$ cat src/rtl/mouse_cmd_scheduler.sv
// Host-to-mouse command sequencer: sends an opcode and optional argument byte, checks each ACK,
// retries on resend/timeout and reports completion or failure.
module mouse_cmd_scheduler #(
   parameter int unsigned TIMEOUT_CYCLES = 2500000,
   parameter int unsigned MAX_RETRY      = 3,
   parameter int unsigned CNT_W          = 24
) (
   input  logic       clk,
   input  logic       reset,            // asynchronous, active low
   input  logic       cmd_req,
   input  logic [7:0] cmd_code,
   input  logic [7:0] cmd_arg,
   input  logic       cmd_has_arg,
   output logic       cmd_busy,
   output logic       cmd_done,
   output logic       cmd_err,
   output logic [1:0] err_code,
   output logic       stream_pause,
   output logic       send_byte,
   output logic [7:0] byte_to_send,
   input  logic       byte_sent,
   output logic       read_enable,
   input  logic [7:0] byte_read,
   input  logic [1:0] byte_error_code,
   input  logic       byte_ready,
   output logic [3:0] curr_state
);

   typedef enum logic [3:0] {
      StIdle        = 4'd0,
      StSendOp      = 4'd1,
      StWaitSentOp  = 4'd2,
      StWaitAckOp   = 4'd3,
      StSendArg     = 4'd4,
      StWaitSentArg = 4'd5,
      StWaitAckArg  = 4'd6,
      StDone        = 4'd7,
      StFail        = 4'd8
   } state_e;

   localparam logic [CNT_W-1:0] TimeoutMax = CNT_W'(TIMEOUT_CYCLES - 1);
   localparam logic [2:0]       RetryMax   = 3'(MAX_RETRY);

   state_e           state_q, state_d;
   logic [7:0]       code_q, code_d;
   logic [7:0]       arg_q, arg_d;
   logic             has_arg_q, has_arg_d;
   logic [2:0]       retry_q, retry_d;
   logic [CNT_W-1:0] cnt_q, cnt_d;
   logic [1:0]       err_code_q, err_code_d;
   logic [7:0]       byte_to_send_q, byte_to_send_d;
   logic             send_byte_q, send_byte_d;
   logic             cmd_done_q, cmd_done_d;
   logic             cmd_err_q, cmd_err_d;
   logic             busy_q, busy_d;
   logic             read_en_q, read_en_d;
   logic             resend;
   logic [1:0]       exhaust_code;
   logic             ack_op;

   always_ff @(posedge clk or negedge reset) begin
      if (!reset) begin
         state_q        <= StIdle;
         code_q         <= 8'h00;
         arg_q          <= 8'h00;
         has_arg_q      <= 1'b0;
         retry_q        <= 3'd0;
         cnt_q          <= '0;
         err_code_q     <= 2'b00;
         byte_to_send_q <= 8'h00;
         send_byte_q    <= 1'b0;
         cmd_done_q     <= 1'b0;
         cmd_err_q      <= 1'b0;
         busy_q         <= 1'b0;
         read_en_q      <= 1'b0;
      end else begin
         state_q        <= state_d;
         code_q         <= code_d;
         arg_q          <= arg_d;
         has_arg_q      <= has_arg_d;
         retry_q        <= retry_d;
         cnt_q          <= cnt_d;
         err_code_q     <= err_code_d;
         byte_to_send_q <= byte_to_send_d;
         send_byte_q    <= send_byte_d;
         cmd_done_q     <= cmd_done_d;
         cmd_err_q      <= cmd_err_d;
         busy_q         <= busy_d;
         read_en_q      <= read_en_d;
      end
   end

   always_comb begin
      state_d        = state_q;
      code_d         = code_q;
      arg_d          = arg_q;
      has_arg_d      = has_arg_q;
      retry_d        = retry_q;
      cnt_d          = cnt_q;
      err_code_d     = err_code_q;
      byte_to_send_d = byte_to_send_q;
      send_byte_d    = 1'b0;
      cmd_done_d     = 1'b0;
      cmd_err_d      = 1'b0;
      resend         = 1'b0;
      exhaust_code   = 2'b00;
      ack_op         = (state_q == StWaitAckOp);

      case (state_q)
         StIdle: begin
            if (cmd_req) begin
               code_d     = cmd_code;
               arg_d      = cmd_arg;
               has_arg_d  = cmd_has_arg;
               err_code_d = 2'b00;
               retry_d    = 3'd0;
               state_d    = StSendOp;
            end
         end
         StSendOp: begin
            send_byte_d    = 1'b1;
            byte_to_send_d = code_q;
            state_d        = StWaitSentOp;
         end
         StSendArg: begin
            send_byte_d    = 1'b1;
            byte_to_send_d = arg_q;
            state_d        = StWaitSentArg;
         end
         StWaitSentOp, StWaitSentArg: begin
            if (byte_sent) begin
               cnt_d   = '0;
               state_d = (state_q == StWaitSentOp) ? StWaitAckOp : StWaitAckArg;
            end
         end
         StWaitAckOp, StWaitAckArg: begin
            cnt_d = cnt_q + CNT_W'(1);
            // A reply landing on the expiry cycle takes precedence over the timeout.
            if (byte_ready) begin
               if (byte_error_code != 2'b00 || byte_read == 8'hFE) begin
                  resend       = 1'b1;
                  exhaust_code = 2'b10;
               end else if (byte_read == 8'hFA) begin
                  retry_d = 3'd0;
                  state_d = (ack_op && has_arg_q) ? StSendArg : StDone;
               end else begin
                  err_code_d = 2'b11;
                  state_d    = StFail;
               end
            end else if (cnt_q == TimeoutMax) begin
               resend       = 1'b1;
               exhaust_code = 2'b01;
            end
            if (resend) begin
               if (retry_q < RetryMax) begin
                  retry_d = retry_q + 3'd1;
                  state_d = ack_op ? StSendOp : StSendArg;
               end else begin
                  err_code_d = exhaust_code;
                  state_d    = StFail;
               end
            end
         end
         StDone: begin
            cmd_done_d = 1'b1;
            state_d    = StIdle;
         end
         StFail: begin
            cmd_err_d = 1'b1;
            state_d   = StIdle;
         end
         default: state_d = StIdle;
      endcase

      busy_d    = (state_d != StIdle);
      read_en_d = (state_d == StWaitAckOp) || (state_d == StWaitAckArg);
   end

   assign cmd_busy     = busy_q;
   assign stream_pause = busy_q;
   assign cmd_done     = cmd_done_q;
   assign cmd_err      = cmd_err_q;
   assign err_code     = err_code_q;
   assign send_byte    = send_byte_q;
   assign byte_to_send = byte_to_send_q;
   assign read_enable  = read_en_q;
   assign curr_state   = state_q;

endmodule

$ cat config.mk
export PLATFORM = sky130hd
export DESIGN_NAME = mouse_cmd_scheduler
export DESIGN_NICKNAME = d
export VERILOG_FILES = /design/src/rtl/mouse_cmd_scheduler.sv
export SDC_FILE = /design/constraint.sdc
export NUM_CORES = 1
export LEC_CHECK = 0
export CORE_ASPECT_RATIO = 0.7
export CORE_MARGIN = 2
export CORE_UTILIZATION = 47
export CTS_CLUSTER_SIZE = 25
export DETAILED_ROUTE_END_ITERATION = 8
export PLACE_DENSITY = 0.73
export SLEW_MARGIN = 40
export SYNTH_ARGS = -nofsm -noshare
export SYNTH_HDL_FRONTEND = slang
export SYNTH_SLANG_ARGS = --single-unit
$ cat constraint.sdc
create_clock -name clk -period 5 [get_ports clk]
set_input_delay 0.5 -clock clk [delete_from_list [all_inputs] [get_ports clk]]
set_output_delay 0.5 -clock clk [all_outputs]
set_load 0.005 [all_outputs]
==> results.txt <==
----------------------------------------------------
[Worst hold path]
  Class of the worst hold path ... primary input to async pin

[Run status]
  Run status ... finished clean

[CTS]
  Hold buffer count at cts ... 0
  CTS tree ... built
  CTS clock-pin slew for the worst setup and hold paths ... 0.07 ns
  Sink count of the clock tree ... 63
  Buffers from clock root to sink, at most ... 2
  Clk_lat worst skew ... 0.34 ns
  H-tree depth reported by CTS ... 3
  Number of setup buffers added after CTS ... 0
  TritonCTS buffer count ... 9
  Cell chosen for the clock root ... sky130_fd_sc_hd__clkbuf_8
  Post-cts resize count ... 0

[Die]
  Initial core utilization ... 0.489
  Floorplan row count ... 24
  Die extent in y ... 71.4 um
  Area inside the core boundary ... 6250 um^2
  I/O pin count ... 52
  Width of the die ... 100 um
  Die ar. ... 7170 um^2

[Critical path]
  Maximum fanout along the worst path ... 5
  Reg2reg setup slack ... 2.47 ns
  Last element of the critical path ... read_enable
  Critical register-to-register path endpoint ... cmd_busy
  Class of the most critical setup path ... primary input to register
  Nature of the critical path startpoint ... primary input
  Worst Path Required ... 5.28 ns
  Endpoint arrival time on the critical path ... 2.92 ns
  Crit. Startpoint ... byte_ready
  Launching point of the worst reg2reg path ... curr_state[1]
  FF-to-FF path depth ... 6
  Type of destination of the critical path ... register

[Layout]
  Final standard cell count with taps included and fillers excluded ... 430
  Antenna cells ... 0
  Sequential Area ... 1580 um^2
  Post-layout nets ... 381
  Multi-input combinational cell area ... 1420 um^2
  Layout filler cell count ... 527
  Layout cell share with drive strength beyond 1 ... 0.145
  Area growth from synthesis to layout ... 26.8%

[STA]
  Worst clock skew on the final layout ... 0.00902 ns
  Final worst path period need ... 2.64 ns
  Peak clock frequency supported by timing ... 379 MHz
  Total negative setup slack ... 0 ns
  Final Hold Violating Endpoints ... 0
  Total setup violations reported at the end of the flow ... 0
  Tightest slew margin relative to the limit ... 0.536
  Final Max Slew Viols ... 0
  Slew at the pin closest to its max-slew limit ... 0.694 ns
  Final critical-path share of the clock period ... 0.528
  RSZ-0062 raised after global routing ... false

[Synthesis]
  Number of synthesized register bits ... 63
  Largest cells by area after synthesis ... sky130_fd_sc_hd__dfrtp_1 52%, sky130_fd_sc_hd__mux2_2 6.3%, sky130_fd_sc_hd__nand2_1 4.8%, sky130_fd_sc_hd__xor2_1 4.3%, sky130_fd_sc_hd__nor2_1 3.7%
  Yosys cell types ... 52
  Async SR Flop Fraction ... 1.00
  Post-synthesis sequential area ratio ... 0.516
  Cell type with the largest total area after synthesis ... sky130_fd_sc_hd__dfrtp_1
  Yosys synthesis warning count ... 0
  Mapped Cells ... 292
  Post-Syn Area per Cell ... 10.5 um^2
  Number of enable-type register cells in the synthesized netlist ... 0
  Share of Yosys cell area claimed by the top area cell type ... 0.516
  Post-synthesis cell area ... 3050 um^2
  Dominant register cell in the synthesized netlist ... sky130_fd_sc_hd__dfrtp_1
  Synthesized Nets ... 326

[Route]
  Total vias in the final route ... 2390
  Met3 wire len ... 323 um
  Routed wirelength normalized by instance count ... 15.7 um
  Amount of wire on met2 after detailed routing ... 3060 um
  Via density ... 5.56
  1st-iter DRT viols ... 107
  TritonRoute pass-1 iters ... 4
  Number of remaining DRC errors ... 0
  Max Used Layer ... met4
  Antenna violation net count after detailed routing ... 0
  Routed metal-1 wirelength ... 3290 um
  Total detailed-routing wirelength ... 6760 um

[GRT]
  Pin count of the biggest net entering global routing ... 64
  Global routing usage summed across all routing layers ... 0.212
  Wire length of the first global-routing pass ... 11800 um
  Number of global-route vias before repair ... 2464
  Overall overflow remaining after global route ... 0
  Initial antenna violation count ... 0

[Placed design]
  Final HPWL from detailed placement ... 4840 um
  Buffers on Ports ... 51
  Placer's final routability congestion estimate ... 0.877
  Placed cell count ... 414

[Power]
  PD cells ... 507 nW/um^2
  Worst supply voltage drop on vdd ... 0.287 mV
  Pleak ... 1.67 nW

[Flow run]
  Maximum capacitance violations ... 0

----------------------------------------------------
where the power goes:
part	internal [W]	switching (W)
Combinational	0.000363	0.000313
Clock	0.000281	0.000200
Sequential	0.000665	0.000140
critical path: stages:
cell and delay, ns:
sky130_fd_sc_hd__clkdlybuf4s50_1 0.58, sky130_fd_sc_hd__inv_1 0.10, sky130_fd_sc_hd__or3_1 0.38, sky130_fd_sc_hd__a2111oi_1 0.59, sky130_fd_sc_hd__a2111oi_0 0.15, sky130_fd_sc_hd__a21oi_1 0.27, sky130_fd_sc_hd__xor2_1 0.19, sky130_fd_sc_hd__and2_1 0.15
cell type report:
type                       count  area share
sequential                    63       0.407
multi-input combinational    215       0.368
timing repair buffer          55       0.139
clock buffer                   9      0.0320
clock inverter                 7      0.0252
tap                           78      0.0252
inverter                       3     0.00291
cell usage in the layout, fill, tap and decap left out, drive strengths merged, types with 4 or more instances in the layout:
cell type and instances:
mux2 17, buf 5, clkbuf 9, nor2 30, nor3 4, and3 7
xnor2 4, dfrtp 63, o21ai 10, clkdlybuf4s50 50, nand2 39, a21oi 10
or3 8, a22oi 8, xor2 15, nand3 14
kinds of logic after synthesis:
logic type	Yosys count	share of synthesized area
mux	18	0.0660
buf+inv	14	0.0193
flops	63	0.516
fa+ha+maj	2	0.00820
xor+xnor	19	0.0545
simple gates	126	0.214
compound gates	50	0.122
Yosys cell counts, types with 2 or more instances:
library cell	instances
sky130_fd_sc_hd__nor2b_1	2
sky130_fd_sc_hd__o21ai_0	10
sky130_fd_sc_hd__buf_2	2
sky130_fd_sc_hd__nand2b_1	3
sky130_fd_sc_hd__o22ai_1	2
sky130_fd_sc_hd__xor2_1	15
sky130_fd_sc_hd__nand2_1	39
sky130_fd_sc_hd__a22oi_1	8
sky130_fd_sc_hd__and3_1	6
sky130_fd_sc_hd__o221a_2	2
sky130_fd_sc_hd__ha_1	2
sky130_fd_sc_hd__nand3_1	14
sky130_fd_sc_hd__nor3_1	4
sky130_fd_sc_hd__nand4_1	3
sky130_fd_sc_hd__mux2_2	17
sky130_fd_sc_hd__nor2_1	30
sky130_fd_sc_hd__clkbuf_1	8
sky130_fd_sc_hd__or3_1	8
sky130_fd_sc_hd__a31oi_1	3
sky130_fd_sc_hd__a21o_1	2
sky130_fd_sc_hd__and4_1	2
sky130_fd_sc_hd__a21oi_1	10
sky130_fd_sc_hd__xnor2_1	4
sky130_fd_sc_hd__inv_1	3
sky130_fd_sc_hd__and2_1	2
sky130_fd_sc_hd__a22o_1	3
sky130_fd_sc_hd__dfrtp_1	63
per-layer routing:
layer	vias up	track usage
met3	8	0.0585
met5	-	0
li1	1155	-
met2	65	0.314
met1	1162	0.299
met4	0	0.0822
metrics by stage:
step / total power (W) / hold slack (ns) / area (um^2) / setup slack [ns] / utilization
after floorplan: 0.00120 / 0.204 / 3050 / 2.82 / -
after global placement: 0.00146 / 0.461 / 3640 / 2.26 / 0.583
after detailed placement: 0.00149 / 0.466 / 3640 / 2.10 / 0.584
after CTS: 0.00198 / 0.347 / 3870 / 2.44 / 0.619
after global routing: 0.00211 / 0.269 / 3870 / 2.26 / 0.620
final: 0.00196 / 0.238 / 3870 / 2.36 / 0.620
worst min path at each step:
stage                    startpoint         endpoint  slack (ns)  depth (start not counted)
finish                        reset         cnt_q[4]        0.24                          2
global route                  reset         cnt_q[8]        0.27                          2
CTS                           reset        cnt_q[21]        0.35                          2
detailed placement  byte_to_send[4]  byte_to_send[4]        0.47                          2
global placement    byte_to_send[4]  byte_to_send[4]        0.46                          2
floorplan                     reset         arg_q[0]        0.20                          0
registers in the layout (all words and copies together) (netlist names), 2 cells and up:
| signal | flops |
|---|---|
| arg_q | 8 |
| byte_to_send | 8 |
| cnt_q | 24 |
| code_q | 8 |
| curr_state | 4 |
| err_code | 2 |
| retry_q | 3 |
Power figures use the tool's default switching activity.
